`src/rtl/csa_accum_sequencer.sv`:
```
`default_nettype none
// ============================================================================
// Module   : csa_accum_sequencer
// Purpose  : Sequences a 128-bit carry-save accumulation job. Accepts a job
//            length, folds that many operands into complemented carry-save
//            state, performs one final carry-propagate add and holds the
//            resolved sum on an output handshake until it is taken.
// Ports    : clk, reset     - clock, synchronous active-high reset
//            start, len     - job request and operand count (IDLE only)
//            in_valid/in_ready/in_data    - operand stream
//            out_valid/out_ready/out_data - resolved sum handshake
//            busy           - high whenever not IDLE
//            chk_err        - sticky shadow-check mismatch flag
// Options  : CSA_SEQ_SHADOW_CHECK_EN enables the binary shadow accumulator
//            that drives chk_err; without it chk_err is tied low.
// Revision : 1.0 - initial release
// ============================================================================
module csa_accum_sequencer #(
  parameter int WIDTH = 128,
  parameter int CNT_W = 8
) (
  input  logic             clk,
  input  logic             reset,
  input  logic             start,
  input  logic [CNT_W-1:0] len,
  input  logic             in_valid,
  input  logic [WIDTH-1:0] in_data,
  output logic             in_ready,
  output logic             out_valid,
  output logic [WIDTH-1:0] out_data,
  input  logic             out_ready,
  output logic             busy,
  output logic             chk_err
);

  typedef enum logic [1:0] {
    ST_IDLE    = 2'd0,
    ST_ACCUM   = 2'd1,
    ST_RESOLVE = 2'd2,
    ST_DONE    = 2'd3
  } state_t;

  state_t           state_q, state_d;
  logic [CNT_W-1:0] rem_q, rem_d;
  logic [WIDTH-1:0] c_n_q, c_n_d;
  logic [WIDTH-1:0] s_n_q, s_n_d;
  logic [WIDTH-1:0] out_data_q, out_data_d;

  // True-polarity views of the carry-save pair and the CSA step results.
  logic [WIDTH-1:0] w_c;
  logic [WIDTH-1:0] w_s;
  logic [WIDTH-1:0] w_maj;
  logic [WIDTH-1:0] w_csa_sum;
  logic [WIDTH-1:0] w_csa_carry;
  logic [WIDTH-1:0] w_resolved;

  assign w_c         = ~c_n_q;
  assign w_s         = ~s_n_q;
  assign w_csa_sum   = w_s ^ w_c ^ in_data;
  assign w_maj       = (w_s & w_c) | (w_s & in_data) | (w_c & in_data);
  // Carry out of the MSB is dropped by the shift.
  assign w_csa_carry = {w_maj[WIDTH-2:0], 1'b0};
  assign w_resolved  = w_c + w_s;

  always_comb begin
    state_d    = state_q;
    rem_d      = rem_q;
    c_n_d      = c_n_q;
    s_n_d      = s_n_q;
    out_data_d = out_data_q;
    case (state_q)
      ST_IDLE: begin
        if (start) begin
          rem_d   = len;
          c_n_d   = '1;
          s_n_d   = '1;
          state_d = (len == '0) ? ST_RESOLVE : ST_ACCUM;
        end
      end
      ST_ACCUM: begin
        // in_ready is high throughout ACCUM, so in_valid alone is a handshake.
        if (in_valid) begin
          s_n_d = ~w_csa_sum;
          c_n_d = ~w_csa_carry;
          rem_d = rem_q - CNT_W'(1);
          if (rem_q == CNT_W'(1)) begin
            state_d = ST_RESOLVE;
          end
        end
      end
      ST_RESOLVE: begin
        out_data_d = w_resolved;
        state_d    = ST_DONE;
      end
      ST_DONE: begin
        if (out_ready) begin
          state_d = ST_IDLE;
        end
      end
      default: state_d = ST_IDLE;
    endcase
  end

  always_ff @(posedge clk) begin
    if (reset) begin
      state_q    <= ST_IDLE;
      rem_q      <= '0;
      c_n_q      <= '1;
      s_n_q      <= '1;
      out_data_q <= '0;
    end else begin
      state_q    <= state_d;
      rem_q      <= rem_d;
      c_n_q      <= c_n_d;
      s_n_q      <= s_n_d;
      out_data_q <= out_data_d;
    end
  end

  assign in_ready  = (state_q == ST_ACCUM);
  assign out_valid = (state_q == ST_DONE);
  assign busy      = (state_q != ST_IDLE);
  assign out_data  = out_data_q;

`ifdef CSA_SEQ_SHADOW_CHECK_EN
  // Plain binary accumulator used to cross-check the carry-save result.
  logic [WIDTH-1:0] shadow_q, shadow_d;
  logic             chk_err_q, chk_err_d;

  always_comb begin
    shadow_d  = shadow_q;
    chk_err_d = chk_err_q;
    case (state_q)
      ST_IDLE:    if (start) shadow_d = '0;
      ST_ACCUM:   if (in_valid) shadow_d = shadow_q + in_data;
      ST_RESOLVE: chk_err_d = chk_err_q | (w_resolved != shadow_q);
      default:    ;
    endcase
  end

  always_ff @(posedge clk) begin
    if (reset) begin
      shadow_q  <= '0;
      chk_err_q <= 1'b0;
    end else begin
      shadow_q  <= shadow_d;
      chk_err_q <= chk_err_d;
    end
  end

  assign chk_err = chk_err_q;
`else
  assign chk_err = 1'b0;
`endif

endmodule
`default_nettype wire

```
`config.mk`:
```
export PLATFORM = sky130hd
export DESIGN_NAME = csa_accum_sequencer
export DESIGN_NICKNAME = d
export VERILOG_FILES = /design/src/rtl/csa_accum_sequencer.sv
export SDC_FILE = /design/constraint.sdc
export NUM_CORES = 1
export LEC_CHECK = 0
export ABC_AREA = 1
export CORE_MARGIN = 10
export CORE_UTILIZATION = 46
export DETAILED_ROUTE_END_ITERATION = 8
export HOLD_SLACK_MARGIN = 0.05
export MAX_ROUTING_LAYER = met4
export PLACE_DENSITY = 0.76
export SLEW_MARGIN = 15
export SYNTH_ARGS = -nofsm -noshare
export SYNTH_HDL_FRONTEND = slang
export SYNTH_SLANG_ARGS = --single-unit
```
`constraint.sdc`:
```
create_clock -name clk -period 3.88 [get_ports clk]
set_input_delay 0.582 -clock clk [delete_from_list [all_inputs] [get_ports clk]]
set_output_delay 0.582 -clock clk [all_outputs]
set_load 0.02 [all_outputs]
```
**Word level (Yosys, flattened, before mapping)**

Index checks and enable logic that the tools add are counted.

- Register bits after elaboration: 394
- Input bits: 141
- Logic and storage cells: 46

- Add/subtract/negate cells: 2
- Equal/unequal tests: 8
- Muxes and demuxes: 14
- Bitwise gates (word level): 11
- Reduce and logical (&&, ||, !) cells: 6

Operator list:

| operator | count |
|---|---|
| $not 128->128 | 4 |
| $pmux 128 s2 | 2 |
| $mux 128 | 3 |
| $and 127x127->127 | 3 |
| $xor 128x128->128 | 2 |
| $or 127x127->127 | 2 |
| $add 128x128->128 | 1 |
| $mux 8 | 2 |
| $pmux 8 s2 | 1 |
| $mux 2 | 5 |
| $eq 8x1->1 const B | 1 |
| $logic_not 8->1 | 1 |
| $pmux 2 s4 | 1 |
| $sub 8x1->8 const B | 1 |
| $eq 2x2->1 const B | 2 |
| $ne 2x1->1 const B | 2 |
| $ne 2x2->1 const B | 2 |
| $reduce_and 4->1 | 1 |
| $reduce_bool 2->1 | 2 |
| $reduce_and 3->1 | 1 |
| $eq 2x1->1 const B | 1 |
| $logic_not 2->1 | 1 |

**Depth between registers and ports, before layout**

- Depth after elaboration: 7
- Gate-level depth with buffers: 20
- Depth with buffers taken out: 20

**Least setup slack after synthesis**

Ideal clock, no wire load.

- Path type: reg2reg
- From: register c_n_q[1]
- To: register out_data_q[65], in the netlist out_data[65]
- Setup time: 109 ps
- Arrival time: 2059 ps
- Path slack: 1712 ps
- Stages on the path, launching flop included: 21
- Path through: dfxtp_1 -> inv_1 -> ha_1 -> inv_1 -> fa_1 -> inv_1 -> nand2_1 -> nand2_1 -> nand3_1 -> nand2_1 -> nand2_1 -> nand2_2 -> nand2_1 -> nand2_2 -> nand2_1 -> nor2_1 -> nor2_1 -> nand2_1 -> nand3_1 -> nand2_1 -> inv_1

- Word-level cells in the longest chain between the ends: 2

RTL lines:

| item | line | text |
|---|---|---|
| from (decl) | 45 | `logic [WIDTH-1:0] c_n_q, c_n_d;` |
| from (signal assigned) | 114 | `c_n_q <= c_n_d;` |
| $not 128->128 | 57 | `assign w_c = ~c_n_q;` |
| $add 128x128->128 | 63 | `assign w_resolved = w_c + w_s;` |
| to (signal assigned) | 116 | `out_data_q <= out_data_d;` |
| to (decl) | 47 | `logic [WIDTH-1:0] out_data_q, out_data_d;` |

Every way passes these cells.
A chain may end at the register's enable or synchronous reset.

**Final worst setup path**

- From: register c_n_q[1]
- To: register out_data_q[53], in the netlist out_data[53]

Same word-level chain as after synthesis.

==> results_dict.tcl <==
set metrics [dict create \
    synth_common_cells "nand2_1 (1787), inv_1 (1225), nor2_1 (519)" \
    cp-end-kind "flip-flop" \
    p_comb_share_pct 59.5 \
    grt_pass1_vias 29942 \
    io_pins 273 \
    hold_viol_final 0 \
    grt_pass1_wl_mm 175 \
    power_density_nw_per_um2 746 \
    start_util_pct 46.4 \
    slew_headroom_pct 38.8 \
    synthCells 5402 \
    hp-class "flip-flop to flip-flop" \
    outcome "complete, no violations" \
    syn_nets 5804 \
    critPathLaunchType "flip-flop" \
    syn_area_um2 31800 \
    drtAntennaViolNets 0 \
    avgSynthCellArea_um2 5.89 \
    ys_warn_count 0 \
    synth_seq_cells 393 \
    clock_path_buffers 3 \
    cts_max_level 2 \
    std_cell_rows 96 \
    seqPwrFrac_pct 23.0 \
    clk_latency_ns 0.61 \
    cts.sinks 393 \
    period_minus_slack_ns 3.06 \
    post_cts_buffers 0 \
    crit_type "flip-flop to flip-flop" \
    track_usage_pct 28.4 \
    setup_tns_ns 0 \
    crit_fanout 4 \
    skew_ns 0.0223 \
    setup_viol 0 \
    synth_edf_count 0 \
    antenna_found_initial 1 \
    arrival_ns 3.59 \
    layout-drive-gt1-share_pct 3.11 \
    worstMarginPinSlew_ns 0.919 \
    drc 0 \
    p_int_mw 14.0 \
    cts-root-buf "clkbuf_16" \
    n_fill_cell 6984 \
    cts_tree "done" \
    p_sw_share_pct 49.6 \
    fmax_ghz 0.327 \
    initialDrtViolationCount 2849 \
    numCtsBuffers 48 \
    synth_area_leaders "dfxtp_1 (25%), nand2_1 (21%), inv_1 (14%)" \
    drv_slew 0 \
    synth_ff_type "dfxtp_1" \
    p_sw_mw 13.7 \
    synth_top_area_share_pct 24.7 \
    total_leakage_power_nw 21.2 \
    grt_max_degree 187 \
    wl_per_cell_um 17.4 \
    max-cap-violations 0 \
    peakVddDrop_v 0.000463 \
    io_buffer_count 271 \
    clk_pin_slew_worst_paths_ns 0.06 \
    num_vias 32103 \
    yosysMostFrequentCell "nand2_1" \
    place_congestion 1.07 \
    die_w_um 283 \
    power_frac_clock_pct 17.5 \
    required_ns 4.41 \
    async_flop_share_pct 0 \
    min_period_over_period_pct 78.8 \
    die-height_um 283 \
    postCtsResizedCells 0 \
    place_hpwl_mm 93.0 \
    wirelength_mm 114 \
    synth.distinct_cells 38 \
    core_um2 68600 \
    ctsHoldBuffers 0 \
    dieArea_um2 80100 \
    syn_to_final_growth_pct 16.5 \
    dr.pass1.iters 6 \
    gr-total-overflow 0 \
    seq_area_frac_synth_pct 24.7 \
    rsz0062_at_grt "false" \
    yosysTopAreaCell "dfxtp_1" \
    nNetsFinal 5995 \
    dp_slack_ns 0.837 \
    vias_per_cell 4.89 \
    layout_setup_ws_ns 0.821 \
]
-- kinds of logic (layout without fill, tap and decap cells) --
kind of cell / Yosys count / after routing / share of synthesized area [%]
AOI/OAI and AO/OA: 739 / 739 / 11.9
xor gates and xnor gates: 67 / 67 / 1.84
adders and majority gates: 261 / 261 / 13.3
buffers and inverters: 1390 / 1619 / 16.7
DFF: 393 / 393 / 24.7
other: 1 / 3 / 0.0118
and+or+nand+nor: 2551 / 2551 / 31.6
-- cell type report --
type | instances | area (um^2) | area share, %
clock buffers | 66 | 1370 | 3.70
flip-flops and latches | 393 | 7870 | 21.2
multi-input cells | 3619 | 18700 | 50.4
well taps | 931 | 1160 | 3.14
diodes | 2 | 5.00 | 0.0135
inverters | 1231 | 4620 | 12.5
repair buffers | 300 | 3060 | 8.25
clock inverters | 22 | 309 | 0.833
-- power groups by stage --
| stage | logic [mW] | registers [mW] | clock network [mW] |
|---|---|---|---|
| global placement | 16.0 | 6.38 | 0 |
| global route | 18.4 | 6.48 | 5.08 |
| CTS | 16.4 | 6.34 | 4.93 |
| finish | 16.5 | 6.35 | 4.86 |
| detailed placement | 16.3 | 6.41 | 0 |
| floorplan | 10.7 | 6.64 | 0 |
-- stage by stage --
stage / cells / hold WS (ns) / area (um^2) / power (mW) / util (%)
after floorplan: 5402 / 0.410 / 31800 / 17.3 / -
after global placement: 6474 / 0.435 / 35400 / 22.3 / 51.6
after detailed placement: 6474 / 0.437 / 35400 / 22.7 / 51.6
after CTS: 6562 / 0.451 / 37100 / 27.7 / 54.1
after global routing: 6563 / 0.464 / 37100 / 30.0 / 54.1
final: 6564 / 0.452 / 37100 / 27.7 / 54.1
-- worst max-delay path: stages, from the launching register on --
cell and delay [ns]:
dfxtp_1 0.29, inv_1 0.11, ha_1 0.25, inv_1 0.07, fa_1 0.41, inv_1 0.12, nand2_1 0.06, nand2_1 0.10
and2_1 0.21, nand2_1 0.08, nand3_2 0.16, nand3_1 0.09, nand2_1 0.32, xor2_1 0.49, o21ai_0 0.16, inv_1 0.07
-- path summary, 6_finish.rpt --
check / from / end / slack (ns) / cells past startpoint
setup / recovery: c_n_q[1] / out_data[53] / 0.82 / 15
hold / removal: s_n_q[0] / out_data[0] / 0.45 / 1
hold reg to reg: s_n_q[0] / out_data[0] / 0.45 / 1
setup reg to reg: c_n_q[1] / out_data[53] / 0.82 / 15
-- cells in the final DEF, fill, tap and decap left out, types with 10 or more instances in the layout --
cell type	instances
clkbuf_1	10
o21ai_0	271
inv_1	1225
fa_1	127
nand3_1	144
xnor2_1	10
nand2_1	1787
buf_12	10
nand2_2	16
clkbuf_16	50
nor2_2	23
o21bai_1	11
xor2_1	57
o21ai_1	73
ha_1	132
nand4_1	18
a21oi_1	361
buf_4	19
nand3_2	14
o211ai_1	10
dfxtp_1	393
clkdlybuf4s50_1	270
nor2_1	519
nor3_1	15
-- per-layer routing --
layer | track usage, % | up-vias | routed length (um)
met4 | 9.30 | 0 | 4100
met3 | 3.89 | 170 | 7600
li1 | - | 16492 | -
met2 | 45.9 | 1028 | 52600
met1 | 36.1 | 14413 | 50000
met5 | - | - | 0
-- state kept, by name, summed over array words and instances (netlist names) --
signal    count
c_n_q       127
out_data    128
rem_q         8
s_n_q       128
state_q       2
(Power assumes the default switching activity.)
